<file path="config.mk">
export PLATFORM = sky130hd
export DESIGN_NAME = trace_query_arbiter
export DESIGN_NICKNAME = d
export VERILOG_FILES = /design/src/rtl/trace_query_arbiter_pkg.sv /design/src/rtl/trace_query_arbiter_rr_priority_picker.sv /design/src/rtl/trace_query_arbiter.sv
export SDC_FILE = /design/constraint.sdc
export NUM_CORES = 1
export LEC_CHECK = 0
export BUFFER_PORTS_ARGS = -buffer_cell sky130_fd_sc_hd__buf_4
export CAP_MARGIN = 30
export CORE_AREA = 3 3 156 158
export DETAILED_ROUTE_END_ITERATION = 10
export DIE_AREA = 0 0 159 161
export PLACE_DENSITY_LB_ADDON = 0.1
export SYNTH_ARGS = -nofsm -noshare
export SYNTH_HDL_FRONTEND = slang
export SYNTH_HIERARCHICAL = 1
export SYNTH_SLANG_ARGS = --single-unit
</file>
<file path="constraint.sdc">
create_clock -name clk -period 6.05 [get_ports clk]
set_clock_uncertainty 0.05 [all_clocks]
set_input_delay 1.21 -clock clk [delete_from_list [all_inputs] [get_ports clk]]
set_output_delay 1.21 -clock clk [all_outputs]
set_load 0.05 [all_outputs]
</file>
<file path="src/rtl/trace_query_arbiter_pkg.sv">
// Shared types for trace_query_arbiter: FSM state encoding and the no-match time marker.
package trace_query_arbiter_pkg;

  localparam int unsigned MAX_TIME_WIDTH = 64;

  // All-ones marker returned when no hit; truncated to TIME_WIDTH at the use site.
  localparam logic [MAX_TIME_WIDTH-1:0] NO_MATCH = '1;

  typedef enum logic [1:0] {
    ST_IDLE    = 2'd0,
    ST_ISSUE   = 2'd1,
    ST_WAIT    = 2'd2,
    ST_RESPOND = 2'd3
  } trace_query_state_t;

endpackage

</file>
<file path="src/rtl/trace_query_arbiter_rr_priority_picker.sv">
// Round-robin priority picker: first set request at or after ptr, wrapping.
module rr_priority_picker #(
  parameter int unsigned NUM_REQ = 4,
  parameter int unsigned IDX_W   = 2
) (
  input  logic [NUM_REQ-1:0] req,
  input  logic [IDX_W-1:0]   ptr,
  output logic [NUM_REQ-1:0] grant,
  output logic [IDX_W-1:0]   idx,
  output logic               any
);

  logic        found;
  int unsigned j;

  always_comb begin
    grant = '0;
    idx   = '0;
    found = 1'b0;
    j     = 0;
    for (int unsigned k = 0; k < NUM_REQ; k++) begin
      j = (32'(ptr) + k) % NUM_REQ;
      if (!found && req[j]) begin
        found    = 1'b1;
        grant[j] = 1'b1;
        idx      = IDX_W'(j);
      end
    end
  end

  assign any = |req;

endmodule

</file>
<file path="src/rtl/trace_query_arbiter.sv">
// Round-robin sequencer sharing one history query engine among NUM_REQ trackers.
// Optional WAIT timeout enabled by defining TRACE_QUERY_TIMEOUT_EN.
module trace_query_arbiter
  import trace_query_arbiter_pkg::*;
#(
  parameter int unsigned NUM_REQ        = 4,
  parameter int unsigned TIME_WIDTH     = 32,
  parameter int unsigned TIMEOUT_CYCLES = 64
) (
  input  logic                          clk,
  input  logic                          rst,
  input  logic [NUM_REQ-1:0]            req_valid,
  input  logic [NUM_REQ*TIME_WIDTH-1:0] req_start,
  input  logic [NUM_REQ*TIME_WIDTH-1:0] req_end,
  output logic [NUM_REQ-1:0]            req_ready,
  output logic [NUM_REQ-1:0]            rsp_valid,
  output logic                          rsp_hit,
  output logic [TIME_WIDTH-1:0]         rsp_time,
  output logic                          rsp_timeout,
  output logic                          q_issue,
  output logic [TIME_WIDTH-1:0]         q_start,
  output logic [TIME_WIDTH-1:0]         q_end,
  input  logic                          q_done,
  input  logic                          q_hit,
  input  logic [TIME_WIDTH-1:0]         q_time,
  output logic                          busy
);

  localparam int unsigned IDX_W = $clog2(NUM_REQ);
  localparam logic [TIME_WIDTH-1:0] NO_MATCH_W = TIME_WIDTH'(NO_MATCH);

  if (NUM_REQ < 2 || NUM_REQ > 8 || TIME_WIDTH > MAX_TIME_WIDTH || TIMEOUT_CYCLES == 0) begin : g_param_check
    $error("trace_query_arbiter: unsupported parameter set");
  end

  trace_query_state_t    state;
  logic [IDX_W-1:0]      rr_ptr;
  logic [IDX_W-1:0]      gnt_idx;
  logic [NUM_REQ-1:0]    pick_grant;
  logic [IDX_W-1:0]      pick_idx;
  logic                  pick_any;
  logic [TIME_WIDTH-1:0] starts [NUM_REQ];
  logic [TIME_WIDTH-1:0] ends   [NUM_REQ];
  logic [TIME_WIDTH-1:0] win_start;
  logic [TIME_WIDTH-1:0] win_end;

`ifdef TRACE_QUERY_TIMEOUT_EN
  localparam int unsigned CNT_W = $clog2(TIMEOUT_CYCLES + 1);
  logic [CNT_W-1:0] wait_cnt;
`endif

  for (genvar i = 0; i < NUM_REQ; i++) begin : g_unpack
    assign starts[i] = req_start[i*TIME_WIDTH +: TIME_WIDTH];
    assign ends[i]   = req_end[i*TIME_WIDTH +: TIME_WIDTH];
  end

  rr_priority_picker #(
    .NUM_REQ (NUM_REQ),
    .IDX_W   (IDX_W)
  ) u_picker (
    .req   (req_valid),
    .ptr   (rr_ptr),
    .grant (pick_grant),
    .idx   (pick_idx),
    .any   (pick_any)
  );

  assign win_start = starts[pick_idx];
  assign win_end   = ends[pick_idx];

  // Accept is offered only while idle, so a grant always lines up with the capture edge.
  assign req_ready = (state == ST_IDLE && !rst) ? pick_grant : '0;

  always_ff @(posedge clk or posedge rst) begin
    if (rst) begin
      state       <= ST_IDLE;
      rr_ptr      <= '0;
      gnt_idx     <= '0;
      rsp_valid   <= '0;
      rsp_hit     <= 1'b0;
      rsp_time    <= '0;
      rsp_timeout <= 1'b0;
      q_issue     <= 1'b0;
      q_start     <= '0;
      q_end       <= '0;
      busy        <= 1'b0;
`ifdef TRACE_QUERY_TIMEOUT_EN
      wait_cnt    <= '0;
`endif
    end else begin
      q_issue   <= 1'b0;
      rsp_valid <= '0;
      case (state)
        ST_IDLE: begin
          if (pick_any) begin
            gnt_idx <= pick_idx;
            rr_ptr  <= (pick_idx == IDX_W'(NUM_REQ - 1)) ? '0 : pick_idx + 1'b1;
            busy    <= 1'b1;
            // Inverted window can never match; answer without touching the engine.
            if (win_start > win_end) begin
              state       <= ST_RESPOND;
              rsp_valid   <= NUM_REQ'(1) << pick_idx;
              rsp_hit     <= 1'b0;
              rsp_time    <= NO_MATCH_W;
              rsp_timeout <= 1'b0;
            end else begin
              state   <= ST_ISSUE;
              q_issue <= 1'b1;
              q_start <= win_start;
              q_end   <= win_end;
            end
          end
        end
        ST_ISSUE: begin
          state <= ST_WAIT;
`ifdef TRACE_QUERY_TIMEOUT_EN
          wait_cnt <= '0;
`endif
        end
        ST_WAIT: begin
          if (q_done) begin
            state       <= ST_RESPOND;
            rsp_valid   <= NUM_REQ'(1) << gnt_idx;
            rsp_hit     <= q_hit;
            rsp_time    <= q_hit ? q_time : NO_MATCH_W;
            rsp_timeout <= 1'b0;
`ifdef TRACE_QUERY_TIMEOUT_EN
          end else if (wait_cnt == CNT_W'(TIMEOUT_CYCLES - 1)) begin
            state       <= ST_RESPOND;
            rsp_valid   <= NUM_REQ'(1) << gnt_idx;
            rsp_hit     <= 1'b0;
            rsp_time    <= NO_MATCH_W;
            rsp_timeout <= 1'b1;
          end else begin
            wait_cnt <= wait_cnt + 1'b1;
`endif
          end
        end
        ST_RESPOND: begin
          state <= ST_IDLE;
          busy  <= 1'b0;
        end
        default: begin
          state <= ST_IDLE;
          busy  <= 1'b0;
        end
      endcase
    end
  end

endmodule

</file>
Word level (Yosys, flattened, before mapping) --
Index checks and enable logic that the tools add are counted.
Storage, ports and cells: bits of input ports 296, output and inout bits 108, flip-flop bits (word level) 110, word-level logic and storage cells 119
Operators by class: reductions and logical operators 21, magnitude comparators 10, shifts and indexed selects 2, mux-type cells 59, eq/ne operators 7, add/subtract/negate cells 4, bitwise operators 5
Operators with widths (count):
- 2-to-1 mux 32 bit | 8
- binary-select mux 32 bit (select 2 bit) | 2
- case mux 32 bit (2 select lines) | 1
- greater-than comparator 32 bit | 1
- 2-to-1 mux 4 bit | 8
- 2-to-1 mux 1 bit | 19
- 2-to-1 mux 2 bit | 8
- < comparator 2 x 3 -> 1 bit, second input constant | 4
- OR 4 bit | 3
- binary-select mux 1 bit (select 2 bit) | 4
- demux 1 bit (select 2 bit) | 4
- >= comparator 2 x 1 -> 1 bit, second input constant | 4
- logical AND 1 bit | 8
- case mux 2 bit (4 select lines) | 1
- case mux 4 bit (2 select lines) | 1
- << shifter 1 x 2 -> 4 bit, first input constant | 2
- equality test 2 bit, second input constant | 3
- case mux 1 bit (2 select lines) | 3
- AND reduction 2 bit | 3
- adder 2 x 1 -> 2 bit, second input constant | 2
- adder 2 bit, second input constant | 2
- zero test 1 bit | 4
- inequality test 2 bit, second input constant | 2
- AND reduction 4 bit | 1
- other kinds (9) | 10

Logic depth before layout (Yosys ltp) --
depth after elaboration 20, gate-level depth with buffers 20, mapped depth without buffers 15

Hierarchy --
Netlist, hierarchy kept.
By module, submodules not included:
- trace_query_arbiter | cells an instance 540, sequential area each 2727.6 um2, times used 1, area each 7024.2 um2
- rr_priority_picker | cells an instance 49, sequential area each 0.0 um2, times used 1, area each 411.6 um2

Worst setup path after synthesis --
Ideal clock, no wire load.
kind input to register, start point in req_valid[3], end point reg q_end[24], slack 0.419 ns, arrival 5.453 ns, stages on the path 14, data required time 5.873 ns, buffers on the path 5, library setup time 0.127 ns, path through mux4_2 -> clkbuf_1 -> o31ai_1 -> buf_2 -> buf_2 -> mux4_2 -> ha_1 -> nand4_1 -> nor4_4 -> nand2_1 -> a211oi_2 -> buf_6 -> buf_8 -> mux2_1
Between the ends: cells in the longest elaborated chain, start to end 19, elaborated cells between the ends (all ways) 32, those cells by class order compare: 1; mux: 21; bitwise: 2; reduce/logical: 8
RTL lines:
- start, declared | RTL line trace_query_arbiter.sv:12 | input logic [NUM_REQ-1:0] req_valid,
- binary-select mux 1 bit (select 2 bit) | RTL line trace_query_arbiter_rr_priority_picker.sv:23 | if (!found && req[j]) begin
- 2-to-1 mux 1 bit (implied by the code) | RTL line trace_query_arbiter_rr_priority_picker.sv:23
- 2-to-1 mux 1 bit | RTL line trace_query_arbiter_rr_priority_picker.sv:23
- zero test 1 bit | RTL line trace_query_arbiter_rr_priority_picker.sv:23
- logical AND 1 bit | RTL line trace_query_arbiter_rr_priority_picker.sv:23
- 2-to-1 mux 1 bit | RTL line trace_query_arbiter_rr_priority_picker.sv:23
- zero test 1 bit | RTL line trace_query_arbiter_rr_priority_picker.sv:23
- logical AND 1 bit | RTL line trace_query_arbiter_rr_priority_picker.sv:23
- (+4 left out)
- via pick_idx[0] | RTL line trace_query_arbiter.sv:40 | logic [IDX_W-1:0] pick_idx;
- NOT 2 -> 3 bit (implied by the code) * | RTL line trace_query_arbiter.sv:68 | assign win_start = starts[pick_idx];
- binary-select mux 32 bit (select 2 bit) * | RTL line trace_query_arbiter.sv:68
- 2-to-1 mux 32 bit (implied by the code) * (2 in a row) | RTL line trace_query_arbiter.sv:68
- via win_start[27] | RTL line trace_query_arbiter.sv:44 | logic [TIME_WIDTH-1:0] win_start;
- greater-than comparator 32 bit * | RTL line trace_query_arbiter.sv:100 | if (win_start > win_end) begin
- NOT 1 bit (no source line) *
- AND reduction 3 bit (no source line) *
- end signal, assigned | RTL line trace_query_arbiter.sv:110 | q_end <= win_end;
- end, declared | RTL line trace_query_arbiter.sv:22 | output logic [TIME_WIDTH-1:0] q_end,
Mark *: on every way through the listed nets, which the timed path passes. The rest lies on a longest branch. The select of a mux whose other input is x is not followed. A chain may end at the register's enable or synchronous reset.

Worst setup path after layout --
start point in req_valid[2], end point reg q_start[23]
Between the ends: cells in the longest elaborated chain, start to end 19, elaborated cells between the ends (all ways) 32, those cells by class order compare: 1; mux: 21; bitwise: 2; reduce/logical: 8
RTL lines:
- binary-select mux 1 bit (select 2 bit) | RTL line trace_query_arbiter_rr_priority_picker.sv:23
- 2-to-1 mux 1 bit (implied by the code) | RTL line trace_query_arbiter_rr_priority_picker.sv:23
- 2-to-1 mux 1 bit | RTL line trace_query_arbiter_rr_priority_picker.sv:23
- zero test 1 bit | RTL line trace_query_arbiter_rr_priority_picker.sv:23
- logical AND 1 bit | RTL line trace_query_arbiter_rr_priority_picker.sv:23
- 2-to-1 mux 1 bit | RTL line trace_query_arbiter_rr_priority_picker.sv:23
- zero test 1 bit | RTL line trace_query_arbiter_rr_priority_picker.sv:23
- logical AND 1 bit | RTL line trace_query_arbiter_rr_priority_picker.sv:23
- (+4 left out)
- via pick_idx[0] | RTL line trace_query_arbiter.sv:40
- NOT 2 -> 3 bit (implied by the code) * | RTL line trace_query_arbiter.sv:68
- binary-select mux 32 bit (select 2 bit) * | RTL line trace_query_arbiter.sv:68
- 2-to-1 mux 32 bit (implied by the code) * (2 in a row) | RTL line trace_query_arbiter.sv:68
- via win_start[14] | RTL line trace_query_arbiter.sv:44
- greater-than comparator 32 bit * | RTL line trace_query_arbiter.sv:100
- NOT 1 bit (no source line) *
- AND reduction 3 bit (no source line) *
- end signal, assigned | RTL line trace_query_arbiter.sv:109 | q_start <= win_start;
- end, declared | RTL line trace_query_arbiter.sv:21 | output logic [TIME_WIDTH-1:0] q_start,
Marks and branches as above.

==> results by stage <==
Clock network:
- TritonCTS built the clock tree.
- TritonCTS created 9 clock buffers.
- The root cell of the clock tree is sky130_fd_sc_hd__clkbuf_16.
- The number of post-CTS setup repair buffers is 0.
- The H-tree depth is 3.
- The hold buffer count at CTS is 0.
- The clock drives 109 sinks.
- The count of cells resized by post-cts repair is 0.
- The number of buffers between clock root and the deepest sink is 2.
- The clock network latency to the later pin of the worst-skew pair is 0.35 ns.
- Clock-pin slew was measured on the worst setup and hold paths at 0.08 ns.

Synth:
- The xor/xnor share of the synthesized area is 0%.
- The post-synthesis instance total is 589.
- By area the synthesized netlist is led by sky130_fd_sc_hd__dfrtp_1, sky130_fd_sc_hd__mux4_2, sky130_fd_sc_hd__ha_1.
- After Yosys synthesis, and, or, nand and nor cells account for 6.14% of the synthesized area.
- The number of synthesized flops with an enable pin is 0.
- The synthesized netlist occupies a cell area of 0.00744 mm2.
- Synthesis inferred 109 register bits.
- The share of synthesized area occupied by flip-flops and latches is 36.7%.
- Yosys printed 6 warnings.
- Counting flops with an async set or reset pin after synthesis yields a share of 100%.
- The per-instance average area after synthesis is 12.6 um2.
- In this run the biggest area consumer among cell types represents 36.7% of the synthesized area.
- The synthesized netlist devotes 7.40% of its cell area to adder and majority cells.
- The cell with the most instances after synthesis is sky130_fd_sc_hd__dfrtp_1.
- The commonest cells after synthesis are sky130_fd_sc_hd__dfrtp_1, sky130_fd_sc_hd__inv_1, sky130_fd_sc_hd__mux4_2.
- The net count of the mapped netlist is 929.
- The synthesized netlist devotes 6.02% of its cell area to compound gates.
- The proportion of synthesized area in mux cells is 36.9%.
- For this run, the leading register cell type out of synthesis is sky130_fd_sc_hd__dfrtp_1.
- The main combinational cell family by area after synthesis is multiplexers.
- sky130_fd_sc_hd__dfrtp_1 takes more of the synthesized area than any other cell.
- The count of different cell masters after synthesis is 51.

Timing:
- The worst path uses 91.9% of the clock period.
- Setup violations remaining at the end of the flow were counted as 0.
- Measured against its own limit, the worst slew margin works out to 41.3%.
- Setup repair after global routing left no endpoint under its margin.
- Based on the critical path, the design can be clocked at up to 0.180 GHz.
- The shortest period the worst path allows is 5.56 ns.
- The number of pins exceeding their max-slew limit in the final report was 0.
- The setup total negative slack is 0 ns.
- The worst-case hold slack is 0.443 ns.
- The total count of hold-check failures in the final report is 0.
- At the pin with the least slew margin, the transition time is 0.880 ns.

Route:
- The average vias per placed instance is 4.74.
- For this block, the via count after detailed routing is 6220.
- The average wire length per cell after detail routing is 19.5 um.
- The number of nets with antenna violations after detailed routing is 0.
- The total wire length after detailed routing is 25.6 mm.
- In the routed design, unresolved DRC markers number 0.
- In this run, the number of DRC markers left after iteration 0 of detailed routing was 356.
- The detailed-router iteration count before antenna repair is 4.

Global route:
- The initial antenna violation count came to 2.
- The met3 global-route usage is 5.57%.
- The overall routing resource usage is 19.6%.
- The layer carrying the most global-route usage is met2.
- The total overflow reported by the global router is 0.
- Entering global routing, the biggest net connects 65 pins.
- The global-route wire length before repair is 39.0 mm.
- The number of global-route vias before repair is 6672.
- Global routing used 34.1% of the available met2 tracks.
- Global routing used 24.0% of the available met1 tracks.

Critical path:
- The biggest fanout along the worst timing path is 36.
- The type of the worst setup path is in -> reg.
- The origin of the worst setup path is req_valid[2].
- The kind of end point of the critical path is a register.
- The origin of the critical flop-to-flop path is rr_ptr[0].
- For the worst setup path, the data required time is 6.24 ns.
- The type of element launching the critical path is an input port.
- The signal arrival time at the worst endpoint is 5.75 ns.

Final layout:
- The area growth from synthesis to layout is 51.0%.
- The multi-input combinational cell area is 0.00423 mm2.
- The net count of the finished layout is 1327.
- The layout cell share with drive strength beyond 1 is 58.0%.
- Summing all non-filler instances in the final layout gives an area of 0.0112 mm2.
- The number of non-filler instances in the completed layout is 1313.
- The area used by sequential logic in the layout is 0.00273 mm2.
- The number of fill cells is 2203.

Floorplan:
- The floorplan step defined a die boundary enclosing 0.0256 mm2.
- The floorplan row count is 56.
- From bottom edge to top edge, the die measures 161 um.
- The starting utilization of the core area is 32.0%.
- The number of top-level design ports is 404.
- In this run the horizontal extent of the chip is 159 um.
- The placeable core region is 0.0233 mm2.

Placed design:
- Once detailed placement completed, the half-perimeter wirelength came to 21.2 mm.
- The placer's final routability congestion estimate is 0.810.
- The count of buffers inserted at the top-level ports is 402.
- After detailed placement, the total cell area comes to 0.0109 mm2.
- The instance count after placement with tap cells included is 1295.

Flow run:
- Max-cap violations in this run came to 0.

Outcome:
- The run finished with clean final reports.

Worst hold path:
- The startpoint identified for the worst hold timing path is q_end[4].
- The type of the worst min-delay path is reg -> reg.
kinds of logic after synthesis:
group	after synthesis
buf+inv	111
fa+ha+maj	44
compound gates	67
flops	109
other cells	1
simple gates	89
mux	168
critical path, cell delays in order:
cell and delay, ns:
sky130_fd_sc_hd__buf_4 0.13, sky130_fd_sc_hd__mux4_2 0.49, sky130_fd_sc_hd__nor2b_1 0.31, sky130_fd_sc_hd__o21ai_0 0.20, sky130_fd_sc_hd__o31ai_4 0.11, sky130_fd_sc_hd__buf_12 0.26, sky130_fd_sc_hd__buf_12 0.20, sky130_fd_sc_hd__mux4_2 0.55
sky130_fd_sc_hd__ha_1 0.33, sky130_fd_sc_hd__nand4_2 0.17, sky130_fd_sc_hd__nor4_2 0.49, sky130_fd_sc_hd__nand2b_1 0.21, sky130_fd_sc_hd__a31oi_1 0.08, sky130_fd_sc_hd__a211oi_4 0.29, sky130_fd_sc_hd__buf_12 0.30, sky130_fd_sc_hd__mux2_2 0.37
through the flow:
step / utilization [%] / setup WS (ns)
after floorplan: - / 0.419
after global placement: 46.9 / 0.276
after detailed placement: 46.9 / 0.182
after CTS: 48.2 / 0.553
after global routing: 48.3 / 0.221
final: 48.3 / 0.490
state kept, by name, summed over array words and instances (netlist names):
name / flops
q_end: 32
state: 2
gnt_idx: 2
q_start: 32
rsp_hit: 1
rsp_time: 32
busy: 1
q_issue: 1
rr_ptr: 2
rsp_valid: 4
per-layer routing:
metal / up-vias / routed length [um]
met5: - / 0
met2: 257 / 13000
li1: 2957 / -
met4: 0 / 435
met1: 2983 / 10400
met3: 23 / 1850
cells in the final DEF, fill, tap and decap left out, drive strengths merged, types with 4 or more instances in the layout:
cell,instances
o21ai,17
and3,4
inv,82
nor2,39
buf,419
nand4,8
a22oi,8
mux2,65
a21oi,21
nand2,21
nor2b,5
ha,44
mux2i,35
clkbuf,9
dfrtp,109
mux4,68
worst paths after layout:
path | endpoint | slack [ns] | cells past startpoint
min in group asynchronous | rsp_time[14] | 0.91 | 2
hold reg to reg | q_end[4] | 0.44 | 1
max in group asynchronous | rsp_time[12] | 3.69 | 3
setup / recovery | q_start[23] | 0.49 | 16
setup reg to reg | q_start[23] | 0.57 | 17
hold / removal | q_end[4] | 0.44 | 1
cell type report:
cell class,instances,share of cell area [%]
inverters,79,2.66
multi-input cells,369,37.7
clock inverters,7,0.736
clock buffers,9,2.01
well taps,319,3.56
diodes,2,0.0446
flip-flops and latches,109,24.3
repair buffers,419,29.0
Power is left out: the tool's default activity adds up to more than one toggle a clock period on the data nets, which glitch-free logic cannot reach.
